===== config.mk =====
export PLATFORM = sky130hd
export DESIGN_NAME = uart_tx_buffer_flat
export DESIGN_NICKNAME = d
export VERILOG_FILES = /design/src/rtl/uart_tx_buffer_pkg.sv /design/src/rtl/uart_tx_buffer_if.sv /design/src/rtl/uart_tx_buffer_fifo.sv /design/src/rtl/uart_tx_buffer.sv /design/src/flat_wrapper.sv
export SDC_FILE = /design/constraint.sdc
export NUM_CORES = 1
export LEC_CHECK = 0
export CAP_MARGIN = 20
export CELL_PAD_IN_SITES_DETAIL_PLACEMENT = 1
export CELL_PAD_IN_SITES_GLOBAL_PLACEMENT = 1
export CORE_MARGIN = 2
export CORE_UTILIZATION = 42
export DETAILED_ROUTE_END_ITERATION = 16
export PLACE_DENSITY_LB_ADDON = 0.1
export SLEW_MARGIN = 20
export SYNTH_ARGS = -nofsm -noshare
export SYNTH_HDL_FRONTEND = slang
export SYNTH_SLANG_ARGS = --single-unit

===== constraint.sdc =====
create_clock -name clk -period 7.74 [get_ports clk]
set_clock_uncertainty 0.1 [all_clocks]
set_input_delay 1.548 -clock clk [delete_from_list [all_inputs] [get_ports clk]]
set_output_delay 1.548 -clock clk [all_outputs]
set_load 0.05 [all_outputs]

===== src/rtl/uart_tx_buffer_pkg.sv =====
// uart_txbuf_pkg: shared definitions for the UART transmit buffer.
//   - register word offsets decoded from Address[3:2]
//   - STATUS register bit positions
//   - drain FSM state encoding and the WAIT_HI handshake timeout
package uart_txbuf_pkg;

   localparam logic [1:0] OFF_DATA   = 2'd0;
   localparam logic [1:0] OFF_STATUS = 2'd1;
   localparam logic [1:0] OFF_CTRL   = 2'd2;
   localparam logic [1:0] OFF_IRQ    = 2'd3;

   // STATUS layout: {.., overflow, count[ADDR_W:0], full, empty, busy}
   localparam int unsigned STS_BUSY      = 0;
   localparam int unsigned STS_EMPTY     = 1;
   localparam int unsigned STS_FULL      = 2;
   localparam int unsigned STS_COUNT_LSB = 3;

   localparam int unsigned WAIT_HI_TIMEOUT = 4;

   typedef enum logic [1:0] {
      IDLE    = 2'd0,
      WAIT_HI = 2'd1,
      WAIT_LO = 2'd2
   } drain_state_e;

endpackage


===== src/rtl/uart_tx_buffer_if.sv =====
// uart_tx_buffer_if: core-side memory-mapped bus for the UART transmit buffer.
//   Address  byte address from the decoder (only [3:2] decoded)
//   DataIn   write data from the core
//   DataOut  registered read data from the buffer
//   Select   chip select
//   Write    write strike, qualified by Select
// modport master: core/decoder side; modport slave: the buffer.
interface uart_tx_buffer_if #(
   parameter int unsigned DATA_LENGTH = 32
);
   logic [31:0]            Address;
   logic [DATA_LENGTH-1:0] DataIn;
   logic [DATA_LENGTH-1:0] DataOut;
   logic                   Select;
   logic                   Write;

   modport master (output Address, DataIn, Select, Write, input DataOut);
   modport slave  (input Address, DataIn, Select, Write, output DataOut);
endinterface


===== src/rtl/uart_tx_buffer_fifo.sv =====
// sync_fifo_param: circular FIFO with push, pop and flush.
//   clk/rst   clock, asynchronous active-high reset
//   push      write wdata (accepted when not full, or when popping too)
//   pop       drop head (ignored when empty); rdata shows the head
//   flush     zero pointers and count; overrides push/pop
//   full, empty, count[ADDR_W:0]
module sync_fifo_param #(
   parameter int unsigned DEPTH  = 16,
   parameter int unsigned ADDR_W = 4,
   parameter int unsigned WIDTH  = 8
) (
   input  logic              clk,
   input  logic              rst,
   input  logic              push,
   input  logic              pop,
   input  logic              flush,
   input  logic [WIDTH-1:0]  wdata,
   output logic [WIDTH-1:0]  rdata,
   output logic              full,
   output logic              empty,
   output logic [ADDR_W:0]   count
);

   logic [WIDTH-1:0]  mem_q [DEPTH];
   logic [WIDTH-1:0]  mem_d [DEPTH];
   logic [ADDR_W-1:0] wr_ptr_q, wr_ptr_d;
   logic [ADDR_W-1:0] rd_ptr_q, rd_ptr_d;
   logic [ADDR_W:0]   count_q, count_d;
   logic              do_push, do_pop;

   assign full  = (count_q == (ADDR_W+1)'(DEPTH));
   assign empty = (count_q == '0);
   assign count = count_q;
   assign rdata = mem_q[rd_ptr_q];

   // A pop in the same cycle frees the slot, so push is legal while full.
   assign do_pop  = pop & ~empty;
   assign do_push = push & (~full | do_pop);

   always_comb begin
      mem_d    = mem_q;
      wr_ptr_d = wr_ptr_q;
      rd_ptr_d = rd_ptr_q;
      count_d  = count_q;
      if (flush) begin
         wr_ptr_d = '0;
         rd_ptr_d = '0;
         count_d  = '0;
      end else begin
         if (do_push) begin
            mem_d[wr_ptr_q] = wdata;
            wr_ptr_d        = wr_ptr_q + ADDR_W'(1);
         end
         if (do_pop) begin
            rd_ptr_d = rd_ptr_q + ADDR_W'(1);
         end
         case ({do_push, do_pop})
            2'b10:   count_d = count_q + (ADDR_W+1)'(1);
            2'b01:   count_d = count_q - (ADDR_W+1)'(1);
            default: count_d = count_q;
         endcase
      end
   end

   always_ff @(posedge clk or posedge rst) begin
      if (rst) begin
         wr_ptr_q <= '0;
         rd_ptr_q <= '0;
         count_q  <= '0;
      end else begin
         wr_ptr_q <= wr_ptr_d;
         rd_ptr_q <= rd_ptr_d;
         count_q  <= count_d;
      end
   end

   // Storage carries no reset: entries are only visible through count.
   always_ff @(posedge clk) begin
      mem_q <= mem_d;
   end

endmodule


===== src/rtl/uart_tx_buffer.sv =====
// uart_tx_buffer: memory-mapped transmit FIFO feeding a UART serializer.
//   clk, rst     clock, asynchronous active-high reset
//   bus          uart_tx_buffer_if.slave (Address, DataIn, DataOut, Select, Write)
//   tx_data      byte presented to the serializer (holds last popped byte)
//   tx_start     one-cycle start pulse
//   tx_busy      serializer busy, high for the whole frame
//   irq_tx_low   (only with UART_TXBUF_IRQ_EN) level, high while enabled and
//                count <= threshold
// Registers: 0 DATA (push), 1 STATUS, 2 CTRL (bit0 flush), 3 IRQ config or
// reserved.
module uart_tx_buffer
   import uart_txbuf_pkg::*;
#(
   parameter int unsigned DEPTH       = 16,
   parameter int unsigned ADDR_W      = 4,
   parameter int unsigned DATA_LENGTH = 32
) (
   input  logic                 clk,
   input  logic                 rst,
   uart_tx_buffer_if.slave      bus,
   output logic [7:0]           tx_data,
   output logic                 tx_start,
`ifdef UART_TXBUF_IRQ_EN
   output logic                 irq_tx_low,
`endif
   input  logic                 tx_busy
);

   localparam int unsigned STS_OVF = STS_COUNT_LSB + ADDR_W + 1;

   drain_state_e           state_q, state_d;
   logic [2:0]             timer_q, timer_d;
   logic [7:0]             tx_data_q, tx_data_d;
   logic                   tx_start_q, tx_start_d;
   logic [DATA_LENGTH-1:0] dataout_q, dataout_d;
   logic                   overflow_q, overflow_d;

   logic [1:0]             off;
   logic                   rd_en, wr_data, wr_flush, pop;
   logic [7:0]             fifo_rdata;
   logic                   full, empty;
   logic [ADDR_W:0]        count;
   logic [DATA_LENGTH-1:0] status;
   logic                   unused_bits;

   assign off      = bus.Address[3:2];
   assign rd_en    = bus.Select & ~bus.Write;
   assign wr_data  = bus.Select & bus.Write & (off == OFF_DATA);
   assign wr_flush = bus.Select & bus.Write & (off == OFF_CTRL) & bus.DataIn[0];

   assign unused_bits = ^{bus.Address[31:4], bus.Address[1:0],
                          bus.DataIn[DATA_LENGTH-1:1]};

   sync_fifo_param #(
      .DEPTH  (DEPTH),
      .ADDR_W (ADDR_W),
      .WIDTH  (8)
   ) u_fifo (
      .clk   (clk),
      .rst   (rst),
      .push  (wr_data),
      .pop   (pop),
      .flush (wr_flush),
      .wdata (bus.DataIn[7:0]),
      .rdata (fifo_rdata),
      .full  (full),
      .empty (empty),
      .count (count)
   );

   // Drain FSM. A start is suppressed in a flush cycle so the discarded head
   // is never sent.
   always_comb begin
      state_d    = state_q;
      timer_d    = timer_q;
      tx_data_d  = tx_data_q;
      tx_start_d = 1'b0;
      pop        = 1'b0;
      case (state_q)
         IDLE: begin
            if (!empty && !tx_busy && !wr_flush) begin
               pop        = 1'b1;
               tx_data_d  = fifo_rdata;
               tx_start_d = 1'b1;
               timer_d    = '0;
               state_d    = WAIT_HI;
            end
         end
         WAIT_HI: begin
            if (tx_busy) begin
               state_d = WAIT_LO;
            end else if (timer_q == 3'(WAIT_HI_TIMEOUT - 1)) begin
               state_d = WAIT_LO;
            end else begin
               timer_d = timer_q + 3'd1;
            end
         end
         WAIT_LO: begin
            if (!tx_busy) state_d = IDLE;
         end
         default: state_d = IDLE;
      endcase
   end

   always_comb begin
      status                  = '0;
      status[STS_BUSY]        = (state_q != IDLE);
      status[STS_EMPTY]       = empty;
      status[STS_FULL]        = full;
      status[STS_COUNT_LSB +: ADDR_W+1] = count;
      status[STS_OVF]         = overflow_q;
   end

`ifdef UART_TXBUF_IRQ_EN
   logic [ADDR_W:0] irq_cfg_q, irq_cfg_d;
   logic            irq_q, irq_d;

   always_comb begin
      irq_cfg_d = irq_cfg_q;
      if (bus.Select && bus.Write && off == OFF_IRQ)
         irq_cfg_d = bus.DataIn[ADDR_W:0];
      irq_d = irq_cfg_q[0] & (count <= {1'b0, irq_cfg_q[ADDR_W:1]});
   end

   always_ff @(posedge clk or posedge rst) begin
      if (rst) begin
         irq_cfg_q <= '0;
         irq_q     <= 1'b0;
      end else begin
         irq_cfg_q <= irq_cfg_d;
         irq_q     <= irq_d;
      end
   end

   assign irq_tx_low = irq_q;
`endif

   always_comb begin
      dataout_d  = dataout_q;
      overflow_d = overflow_q;
      if (rd_en) begin
         case (off)
            OFF_STATUS: dataout_d = status;
`ifdef UART_TXBUF_IRQ_EN
            OFF_IRQ:    dataout_d = DATA_LENGTH'(irq_cfg_q);
`endif
            default:    dataout_d = '0;
         endcase
         if (off == OFF_STATUS) overflow_d = 1'b0;
      end
      if (wr_data && full && !pop) overflow_d = 1'b1;
   end

   always_ff @(posedge clk or posedge rst) begin
      if (rst) begin
         state_q    <= IDLE;
         timer_q    <= '0;
         tx_data_q  <= '0;
         tx_start_q <= 1'b0;
         dataout_q  <= '0;
         overflow_q <= 1'b0;
      end else begin
         state_q    <= state_d;
         timer_q    <= timer_d;
         tx_data_q  <= tx_data_d;
         tx_start_q <= tx_start_d;
         dataout_q  <= dataout_d;
         overflow_q <= overflow_d;
      end
   end

   assign tx_data     = tx_data_q;
   assign tx_start    = tx_start_q;
   assign bus.DataOut = dataout_q;

endmodule


===== src/flat_wrapper.sv =====
// flat-port wrapper written by rule: the top's interface ports become plain ports
module uart_tx_buffer_flat import uart_txbuf_pkg::*;
#(
   parameter int unsigned DEPTH       = 16,
   parameter int unsigned ADDR_W      = 4,
   parameter int unsigned DATA_LENGTH = 32
)
  (clk, rst, tx_data, tx_start, tx_busy, bus_Address, bus_DataIn, bus_Select, bus_Write, bus_DataOut);
  uart_tx_buffer_if #(.DATA_LENGTH(DATA_LENGTH)) bus_i ();
  input  logic clk;
  input  logic rst;
  output logic [7:0] tx_data;
  output logic tx_start;
  input  logic tx_busy;
  input wire logic [$bits(bus_i.Address)-1:0] bus_Address;
  input wire logic [$bits(bus_i.DataIn)-1:0] bus_DataIn;
  input wire logic [$bits(bus_i.Select)-1:0] bus_Select;
  input wire logic [$bits(bus_i.Write)-1:0] bus_Write;
  output wire logic [$bits(bus_i.DataOut)-1:0] bus_DataOut;
  assign bus_i.Address = bus_Address;
  assign bus_i.DataIn = bus_DataIn;
  assign bus_i.Select = bus_Select;
  assign bus_i.Write = bus_Write;
  assign bus_DataOut = bus_i.DataOut;
  uart_tx_buffer #(.DEPTH(DEPTH), .ADDR_W(ADDR_W), .DATA_LENGTH(DATA_LENGTH)) u_core (.clk(clk), .rst(rst), .bus(bus_i), .tx_data(tx_data), .tx_start(tx_start), .tx_busy(tx_busy));
endmodule

; ---- Yosys cells after proc, flatten, opt, wreduce, memory -nomap -nowiden
; Cells that the tools add are included.
[classes]
n_reduce_logical = 24
order_cmp = 3
n_eq_ne = 13
mux = 27
n_addsub = 5
n_bitwise = 14
[ops]
columns = cell, n
row1 = 128-bit bitwise mux, 1
row2 = 8-bit binary-select mux with 4-bit select, 1
row3 = 8-bit demux with 4-bit select, 1
row4 = 8-bit two-way mux, 3
row5 = 4-bit two-way mux, 4
row6 = 2-bit nonzero test, 6
row7 = "5-bit >= comparator, second input constant", 2
row8 = 4-bit NOT with 5-bit output, 2
row9 = 5-bit one-hot mux with 2 select lines, 1
row10 = 3-bit two-way mux, 3
row11 = 9-bit two-way mux, 1
row12 = "4-bit by 1-bit adder with 4-bit output, second input constant", 2
row13 = 2-bit two-way mux, 4
row14 = 1-bit AND, 7
row15 = "2-bit by 1-bit == test with 1-bit output, second input constant", 3
row16 = "2-bit == test, second input constant", 3
row17 = "2-bit inequality test, second input constant", 3
row18 = 2-bit one-hot mux with 3 select lines, 1
row19 = 3-bit one-hot mux with 2 select lines, 1
row20 = 2-bit AND reduction, 3
row21 = "5-bit by 1-bit adder with 5-bit output, second input constant", 1
row22 = "5-bit == test, second input constant", 1
row23 = 1-bit logical AND, 5
row24 = 5-bit logical NOT, 1
row25 = other kinds (15), 26
[totals]
output_inout_bits = 41
reg_bits = 188
elab_cells = 111
in_bits = 69

; ---- Depth between registers and ports, before layout
; Gate-level depths: netlist (run 1).
[logic_depth]
depth_word = 13
depth_mapped = 11
mapped_depth_nobuf = 10

; ---- Hierarchy
; Synthesis (run 1) repeated with hierarchy kept, for this count alone.
[hier_totals]
hier_cells = 424
hier_area_um2 = 7010.5
[modules_own_cells]
columns = module, cells_per_inst, area_per_inst_um2, instances
row1 = sync_fifo_param, 327, 5826.8, 1
row2 = uart_tx_buffer, 97, 1183.6, 1

; ---- Worst setup path before layout (run 1)
; No wires, ideal clock.
[synth_path]
kind = input -> register
start = input port bus_Address[3]
end = register u_core.u_fifo.count_q[4] (netlist: u_core.u_fifo.count[4])
t_arrival_ns = 3.425
n_path_buf = 0
path_stages = 10
slack_ns = 4.094
path_cell_list = or4bb_1 > nand2_1 > nor3_4 > xor2_1 > ha_1 > o31ai_1 > nand2b_1 > mux2i_1 > a21oi_1 > nand2b_1
[synth_via]
elab_chain_cells = 13
word_cells_on_any_way = 17
cone_classes = eq/ne (3) / mux (4) / bitwise (6) / reduce/logical (4)
[synth_lines]
columns = item, line
row1 = from (decl), flat_wrapper.sv:15  ; input wire logic [$bits(bus_i.Address)-1:0] bus_Address;
row2 = 2-bit == test, uart_tx_buffer.sv:49  ; assign wr_flush = bus.Select & bus.Write & (off == OFF_CTRL) & bus.DataIn[0];
row3 = 1-bit AND (2 in a row), uart_tx_buffer.sv:49
row4 = 1-bit logical NOT, uart_tx_buffer.sv:81  ; if (!empty && !tx_busy && !wr_flush) begin
row5 = 1-bit logical AND, uart_tx_buffer.sv:81
row6 = 1-bit two-way mux, uart_tx_buffer.sv:81
row7 = 1-bit two-way mux, uart_tx_buffer.sv:79  ; case (state_q)
row8 = 1-bit AND, uart_tx_buffer_fifo.sv:37  ; assign do_pop = pop & ~empty;
row9 = 1-bit OR, uart_tx_buffer_fifo.sv:38  ; assign do_push = push & (~full | do_pop);
row10 = 1-bit AND, uart_tx_buffer_fifo.sv:38
row11 = 2-bit by 1-bit == test with 1-bit output or 2-bit == test (tied branches), uart_tx_buffer_fifo.sv:57  ; case ({do_push, do_pop})
row12 = 5-bit one-hot mux with 2 select lines, uart_tx_buffer_fifo.sv:57
row13 = 5-bit two-way mux, uart_tx_buffer_fifo.sv:45  ; if (flush) begin
row14 = to (signal assigned), uart_tx_buffer_fifo.sv:73  ; count_q <= count_d;
row15 = to (decl), uart_tx_buffer_fifo.sv:28  ; logic [ADDR_W:0] count_q, count_d;
; Several ways; a longest one is shown, not always the timed one.
; A chain may end at the register's enable or synchronous reset.

; ---- Worst setup path after layout (run 1)
[layout_path]
start = input port bus_DataIn[0]
end = register u_core.u_fifo.count_q[4] (netlist: u_core.u_fifo.count[4])
[layout_via]
elab_chain_cells = 11
word_cells_on_any_way = 13
cone_classes = eq/ne (2) / mux (4) / bitwise (4) / reduce/logical (3)
[layout_lines]
columns = item, line
row1 = from (decl), flat_wrapper.sv:16  ; input wire logic [$bits(bus_i.DataIn)-1:0] bus_DataIn;
row2 = 1-bit AND (*), uart_tx_buffer.sv:49
row3 = 1-bit logical NOT, uart_tx_buffer.sv:81
row4 = 1-bit logical AND, uart_tx_buffer.sv:81
row5 = 1-bit two-way mux, uart_tx_buffer.sv:81
row6 = 1-bit two-way mux, uart_tx_buffer.sv:79
row7 = 1-bit AND, uart_tx_buffer_fifo.sv:37
row8 = 1-bit OR, uart_tx_buffer_fifo.sv:38
row9 = 1-bit AND, uart_tx_buffer_fifo.sv:38
row10 = 2-bit by 1-bit == test with 1-bit output or 2-bit == test (tied branches), uart_tx_buffer_fifo.sv:57
row11 = 5-bit one-hot mux with 2 select lines, uart_tx_buffer_fifo.sv:57
row12 = 5-bit two-way mux, uart_tx_buffer_fifo.sv:45
; Mark *: on every way between the ends. The rest lies on a longest branch, timed or not.

==> metrics, run 1 <==
Slew HR 38.2%; WHS Path Cells 2; initial antenna violation count 1; starting density of the core 42.9%; GRT Residual Overflow 0; GR Util All Layers 17.6%; kind of critical path in2reg; hold wc startpoint u_core.bus.DataOut[0]$_DFFE_PP0P_; postcts setup bufs 0; clock tree sinks 165; Routed WL 14.5 mm; worst r2r path cells 10; RSZ-0062 raised after global routing false; Power Density 338 mW/mm^2; total CTS buffers 17; DRC marker count from the first detailed-route iteration 175; largest net degree at the start of global routing 38; mapped cell area 0.00709 sq mm; YS warnings 0; status finished, final reports clean; placed instance count 620; layout overhead on the synthesized area 13.5%; die area 0.0179 sq mm; Non-Filler Instances 652; Cells after Synth 384; CP arrival 4.39 ns; via/cell ratio 5.28; Worst Max-Slew Pin Slew 0.924 ns; EDFF count, synth 128; synthesis-stage register bit count 165; average size of a mapped cell 18.5 sq um; placer congestion estimate 0.710; PortBufs 32; PnR Total Power 2720 uW; drt drc 0; cts repair resizes 0; Fmax 239 MHz; first-pass GRT wire length 22.5 mm; # hold bufs at CTS 0; worst setup path startpoint bus_DataIn[0]; Worst VDD drop 0.167 mV; setup tns final 0 ns; vias in the first global route 3,647; maximum buffer depth of the clock tree 2; CTS tree yes; Critical Path End Type register; CP startpoint kind primary input; Worst EP required 7.95 ns; Nets 497; Post-synth ARST share 22.4%; dpl cell area 0.00750 sq mm; Synth top area share 54.2%; Hold Path Class reg2reg; sequential fraction of the synthesis area 67.3%; most frequent cells in the layout 128 x edfxtp_1, 36 x dfrtp_1, 32 x clkdlybuf4s50_1; commonest non-fill, non-tap cell in the layout edfxtp_1; Die Span X 134 microns; max-slew violation count 0; Boundary Pins 110; Max Cap Violations 0; Core Region 0.0165 sq mm; placement row count 47; routed len/inst 22.2 microns; Worst-path clk slew 0.06 ns; predominant post-synthesis flop cell edfxtp_1; cell area after layout 0.00804 sq mm; via count 3,443; DP HPWL 9.06 mm; layout cells sized above 1 13.7%; Synth area leaders edfxtp_1 54%, dfrtp_1 13%, mux4_1 11%, mux4_2 3.2%, buf_4 2.5%; Die H 134 microns; Routed Antenna Nets 0; worst r2r src u_core.u_fifo.count[1]$_DFFE_PP0P_; Yosys cell types 45; Worst Path Max Fanout 18; Clock Latency Late Sink 0.43 ns; diodes inserted 0; Hold WS 0.374 ns; Final Hold Fails 0; H-tree depth 4; CTS Root Cell clkbuf_16; number of detailed-route iterations in the first pass 4; leakage 0.00290 uW; crit path time final 4.19 ns; Final period util 54.1%; Synth area leader edfxtp_1; final setup fails 0
cell families (layout without fill, tap and decap cells):
kind of cell | Yosys count | in the layout | share of synthesized area, %
multiplexers | 52 | 52 | 16.6
AO/OA/AOI/OAI | 29 | 29 | 3.00
buffers and inverters | 47 | 73 | 4.36
XOR/XNOR | 8 | 8 | 0.989
other | 1 | 23 | 0.0529
flip-flops | 165 | 165 | 67.3
AND/OR/NAND/NOR | 73 | 73 | 6.06
adder cells (fa/ha/maj) | 9 | 9 | 1.59
cell usage after synthesis, drive strengths merged (3+ instances only):
master,count
inv,7
a22o,7
clkbuf,8
dfrtp,37
a21oi,5
buf,32
mux2i,3
and2,16
nand3,4
nor3,5
nor2,15
mux4,40
ha,9
o22ai,4
edfxtp,128
xor2,6
nand2b,6
o21ai,6
mux2,9
nand2,15
registers in the layout, indices dropped and copies added, names as in the netlist:
| signal | flops |
|---|---|
| u_core.u_fifo.rd_ptr_q | 4 |
| u_core.overflow_q | 1 |
| u_core.u_fifo.wr_ptr_q | 4 |
| u_core.bus.DataOut | 9 |
| u_core.state_q | 2 |
| u_core.tx_start | 1 |
| u_core.u_fifo.count | 5 |
| u_core.timer_q | 3 |
| u_core.u_fifo.mem_q | 128 |
| u_core.tx_data | 8 |
critical path, cell delays in order:
cell and delay, ns:
clkdlybuf4s50_1 0.84, and3_1 0.72, nor3_4 0.15, xor2_1 0.18
ha_1 0.24, o31ai_1 0.20, nand2b_1 0.07, mux2i_1 0.20
a21oi_1 0.09, nand2b_1 0.15
power breakdown:
part / internal, uW / switching [uW] / leakage, uW
sequential: 1030 / 124 / 0.00162
combinational: 382 / 400 / 0.00101
clock: 418 / 366 / 0.000266
total: 1830 / 890 / 0.00290
final cells by class:
type / instances / area, sq um
fill: 1528 / 8480
sequential: 165 / 4770
multi-input combinational: 194 / 2090
clock buffer: 17 / 425
timing repair buffer: 34 / 335
tap: 220 / 275
clock inverter: 15 / 121
inverter: 7 / 26.3
routing by layer:
metal | track usage [%] | up-vias | part of all wire (%)
met4 | 5.08 | 2 | 0.52
li1 | - | 1558 | -
met3 | 4.95 | 10 | 4.5
met5 | 0 | - | 0.076
met1 | 22.2 | 1791 | 43
met2 | 29.8 | 82 | 52
metrics by stage:
stage / util [%] / worst slack, ns
6_report: 48.7 / 3.55
4_1_cts: 48.7 / 3.51
3_5_place_dp: 45.4 / 3.06
5_1_grt: 48.7 / 3.26
3_3_place_gp: 45.4 / 3.15
2_1_floorplan: - / 4.09
path summary, 6_finish.rpt:
kind	slack, ns	endpoint
worst max-delay path	3.55	u_core.u_fifo.count[4]$_DFFE_PP0P_
worst min-delay path	0.37	u_core.bus.DataOut[0]$_DFFE_PP0P_
worst max register to register	5.04	u_core.u_fifo.count[4]$_DFFE_PP0P_
worst min register to register	0.37	u_core.bus.DataOut[0]$_DFFE_PP0P_
max in group asynchronous	5.70	u_core.u_fifo.rd_ptr_q[2]$_DFFE_PP0P_
min in group asynchronous	1.46	u_core.tx_data[1]$_DFFE_PP0N_
Note: power is estimated with default switching activity, not from simulation.
==> run 2: changes to the inputs <==
Clock period 7.74 ns to 4 ns, I/O delays scaled along.
==> run 2 against run 1 <==
  * Utilization increased by 0.24 points
  * Register-to-register slack got worse by 3.9 ns
  * Via count increased by 1.1%
  * Critical path depth increased by 1
  * Largest cell class unchanged
  * Highest routed layer is now met4
==> metrics, run 2 (synthesized netlist as in run 1, its figures left out) <==
GR Layer Usage met2 31.0%; worst r2r src u_core.state_q[0]$_DFFE_PP0P_; kind of critical path in2reg; maximum buffer depth of the clock tree 2; Clock Latency Late Sink 0.42 ns; largest net degree at the start of global routing 38; Worst Path Max Fanout 5; r2r setup slk 1.12 ns; via count 3,481; Routed WL 14.5 mm; postcts setup bufs 0; die area 0.0179 sq mm; CP bufs+invs 1; worst setup path end u_core.u_fifo.count[4]$_DFFE_PP0P_; reg2reg end u_core.u_fifo.count[4]$_DFFE_PP0P_; CTS tree yes; status finished, final reports clean; crit path time final 3.29 ns; Routed Antenna Nets 0; commonest non-fill, non-tap cell in the layout edfxtp_1; CP startpoint kind primary input; H-tree depth 4; Worst-path clk slew 0.07 ns; Slew HR 45.3%; slowest CP cell nor3_1; Core Util, Final 48.9%; Worst VDD drop 0.325 mV; RSZ-0062 raised after global routing false; number of detailed-route iterations in the first pass 4; met3 Use GR 4.31%; DRC marker count from the first detailed-route iteration 290; diodes inserted 0; routed len/inst 22.2 microns; Max Cap Violations 0; vias in the first global route 3,646; Worst EP required 4.21 ns; PortBufs 32; Boundary Pins 110; starting density of the core 42.9%; GRT Residual Overflow 0; drt drc 0; Fillers 1,538; critical path cell sequence clkdlybuf4s50_1 -> nor3_1 -> nand2_1 -> nor3_4 -> xor2_1 -> ha_1 -> o31ai_1 -> nand2b_1 -> mux2i_1 -> a21oi_1 -> nand2b_1; Nets 500; grt met1 use 20.6%; GR Util All Layers 17.4%; layout overhead on the synthesized area 14.1%; setup tns final 0 ns; total CTS buffers 17; Hold Path Class reg2reg; worst r2r path cells 10; final setup fails 0; Fmax 304 MHz; Crit path depth 11; via/cell ratio 5.31; Final Hold Fails 0; leakage 0.00293 uW; first-pass GRT wire length 22.3 mm; Final period util 82.2%; most frequent cells in the layout 128 x edfxtp_1, 36 x dfrtp_1, 32 x clkdlybuf4s50_1; Crit path max-delay family simple AND/OR/NAND/NOR gates; # hold bufs at CTS 0; Worst Max-Slew Pin Slew 0.820 ns; worst setup path startpoint tx_busy; Reg with most FFs u_core.u_fifo.mem_q; Power Density 656 mW/mm^2; CP arrival 3.49 ns; Core Region 0.0165 sq mm; DP HPWL 9.05 mm; Largest register FFs 128; layout cells sized above 1 14.3%; Critical Path End Type register; placer congestion estimate 0.718; CTS Root Cell clkbuf_16; clock tree sinks 165; Crit path largest cell delay 0.50 ns; cell mode on critical path nand2b_1; Die H 134 microns; placement row count 47; max-slew violation count 0; cts repair resizes 0; initial antenna violation count 0; Die Span X 134 microns; gr busiest metal met2
[run 2: cell types whose count changed in the layout (fill, tap and decap cells not counted), sizes merged]
cell / previous run / this run
clkinvlp: 2 / 1
clkinv: 7 / 5
inv: 13 / 16
buf: 2 / 5
[run 2: routing by layer]
layer  vias up  routed length [microns]
met1      1819                     5830
met3        16                      680
met2        84                     7800
met5         -                        0
li1       1562                        -
met4         0                      208
[run 2: worst min path at each step]
stage / from / endpoint / slack [ns] / cells after the start
final: u_core.bus.DataOut[0]$_DFFE_PP0P_ / u_core.bus.DataOut[0]$_DFFE_PP0P_ / 0.39 / 2
after global routing: u_core.bus.DataOut[8]$_DFFE_PP0P_ / u_core.bus.DataOut[8]$_DFFE_PP0P_ / 0.42 / 1
after global placement: u_core.bus.DataOut[0]$_DFFE_PP0P_ / u_core.bus.DataOut[0]$_DFFE_PP0P_ / 0.36 / 2
after floorplan: u_core.timer_q[0]$_DFFE_PP0P_ / u_core.timer_q[0]$_DFFE_PP0P_ / 0.36 / 1
after detailed placement: u_core.bus.DataOut[0]$_DFFE_PP0P_ / u_core.bus.DataOut[0]$_DFFE_PP0P_ / 0.38 / 2
after CTS: u_core.bus.DataOut[0]$_DFFE_PP0P_ / u_core.bus.DataOut[0]$_DFFE_PP0P_ / 0.39 / 2
[run 2: metrics by stage]
step | std cells | worst slack, ns | hold WS, ns | power, uW | instance area (sq um)
3_3_place_gp | 623 | 0.383 | 0.362 | 3770 | 7520
3_5_place_dp | 623 | 0.271 | 0.377 | 3810 | 7520
2_1_floorplan | 406 | 1.10 | 0.357 | 3450 | 7170
4_1_cts | 655 | 0.706 | 0.394 | 5380 | 8080
5_1_grt | 655 | 0.495 | 0.422 | 5560 | 8080
6_report | 655 | 0.714 | 0.388 | 5300 | 8080
[run 2: tightest hold or removal path, cell delays in order (launching register included)]
cell and delay [ns]:
dfrtp_1 0.34, nand2_1 0.05, nand2_1 0.06
[run 2: report_power, final]
group | switching [uW] | internal [uW] | leakage [uW]
clock | 727 | 824 | 0.000277
combinational | 766 | 743 | 0.00103
sequential | 243 | 2000 | 0.00162
total | 1740 | 3560 | 0.00293
[run 2: cell type report]
class	instances	area [sq um]	share of cell area (%)
Inverter	7	26.3	0.325
Clock buffer	17	425	5.26
Timing Repair Buffer	37	358	4.43
Multi-Input combinational cell	194	2090	25.8
Tap cell	220	275	3.41
Sequential cell	165	4770	59.0
Clock inverter	15	139	1.72
==> run 3: changes to the inputs <==
Clock period 4 ns to 3.2 ns, I/O delays scaled along.
==> run 3 against run 2 <==
  * Sequential share of layout area down 1.7 points
  * Critical path type unchanged
  * Global-route usage grew 0.87 points
  * Utilization rose by 1.5 points
==> metrics, run 3 (synthesized netlist as in run 1, its figures left out) <==
number of detailed-route iterations in the first pass 4; Power Density 806 mW/mm^2; commonest non-fill, non-tap cell in the layout edfxtp_1; drt drc 0; GR Util All Layers 18.3%; routed len/inst 22.1 microns; largest net degree at the start of global routing 38; max-slew violation count 0; postcts setup bufs 0; clock tree sinks 165; setup tns final 0 ns; total CTS buffers 17; Nets 532; CP arrival 2.98 ns; vias in the first global route 3,813; Fillers 1,541; Worst Path Max Fanout 3; Die H 134 microns; starting density of the core 42.9%; Reg with most FFs u_core.u_fifo.mem_q; Core Region 0.0165 sq mm; Critical Path End Type register; Worst Max-Slew Pin Slew 0.765 ns; layout overhead on the synthesized area 17.5%; crit path time final 2.75 ns; status finished, final reports clean; via count 3,629; Routed WL 15.2 mm; placement row count 47; Final period util 86.0%; layout cells sized above 1 19.7%; Fmax 363 MHz; kind of critical path in2reg; RSZ-0062 raised after global routing false; Largest register FFs 128; Hold Path Class reg2reg; Die Span X 134 microns; GRT Residual Overflow 0; CTS Root Cell clkbuf_16; PortBufs 32; H-tree depth 4; Final Hold Fails 0; Slew HR 49.0%; Clock Latency Late Sink 0.43 ns; Routed Antenna Nets 0; via/cell ratio 5.28; Worst EP required 3.43 ns; DP HPWL 9.95 mm; die area 0.0179 sq mm; most frequent cells in the layout 128 x edfxtp_1, 37 x dfrtp_1, 36 x buf_4; first-pass GRT wire length 23.3 mm; Max Cap Violations 0; leakage 0.00309 uW; Boundary Pins 110; Worst-path clk slew 0.07 ns; cts repair resizes 0; CP startpoint kind primary input; maximum buffer depth of the clock tree 2; PnR Total Power 6710 uW; diodes inserted 0; CTS tree yes; DRC marker count from the first detailed-route iteration 230; final setup fails 0; Worst VDD drop 0.471 mV; placer congestion estimate 0.695; initial antenna violation count 0; # hold bufs at CTS 0
[run 3: cell count changes in the layout (fill, tap and decap cells not counted), sizes merged]
cell	before	now
buf	5	37
clkbuf	17	20
clkinvlp	1	2
inv	16	13
clkinv	5	4
[run 3: report_power, final]
group | internal, uW | total, uW | leakage (uW) | switching, uW
registers | 2500 | 2740 | 0.00162 | 242
logic | 993 | 2040 | 0.00120 | 1050
clock network | 1050 | 1930 | 0.000268 | 877
total | 4540 | 6710 | 0.00309 | 2170
[run 3: cell type report]
type | count | area, sq um | area share, %
multi-input cells | 194 | 2090 | 25.1
repair buffers | 69 | 611 | 7.34
clock inverters | 12 | 96.3 | 1.16
clock buffers | 20 | 457 | 5.49
well taps | 220 | 275 | 3.31
flip-flops and latches | 165 | 4770 | 57.3
inverters | 7 | 26.3 | 0.316
[run 3: critical path, cell delays in order]
cell	delay, ns
clkdlybuf4s50_1	0.50
or4bb_1	0.52
nand2_1	0.15
nor3_4	0.06
xor2_1	0.14
ha_1	0.20
o31ai_1	0.24
nand2b_1	0.09
mux2i_1	0.20
a21oi_1	0.09
nand2b_1	0.15
[run 3: routing by layer]
metal  up-vias  GRT usage (%)  share of wire, %  routed length (microns)
li1       1623              -                 -                        -
met1      1908           22.3                42                     6340
met2        79           31.8                52                     7890
met3        19           4.08               3.9                      593
met4         0           6.97               2.2                      327
met5         -              0                 0                        0
[run 3: path summary, 6_finish.rpt]
path	start	to	slack (ns)	cells after the start
max reg2reg	u_core.u_fifo.count[0]$_DFFE_PP0P_	u_core.u_fifo.count[4]$_DFFE_PP0P_	0.52	10
min reg2reg	u_core.bus.DataOut[0]$_DFFE_PP0P_	u_core.bus.DataOut[0]$_DFFE_PP0P_	0.38	2
max	bus_Select	u_core.u_fifo.count[4]$_DFFE_PP0P_	0.45	11
min in group asynchronous	rst	u_core.tx_data[6]$_DFFE_PP0N_	0.54	3
max in group asynchronous	rst	u_core.u_fifo.wr_ptr_q[1]$_DFFE_PP0P_	2.10	3
min	u_core.bus.DataOut[0]$_DFFE_PP0P_	u_core.bus.DataOut[0]$_DFFE_PP0P_	0.38	2
[run 3: through the flow]
step	worst slack (ns)	hold slack (ns)	util, %	cell area, sq um	instances
6_report	0.447	0.379	50.4	8320	687
5_1_grt	0.358	0.409	50.4	8320	687
4_1_cts	0.425	0.387	50.4	8320	687
3_5_place_dp	-0.0170	0.371	47.0	7770	655
3_3_place_gp	0.0457	0.364	47.0	7770	655
2_1_floorplan	0.462	0.357	-	7170	406
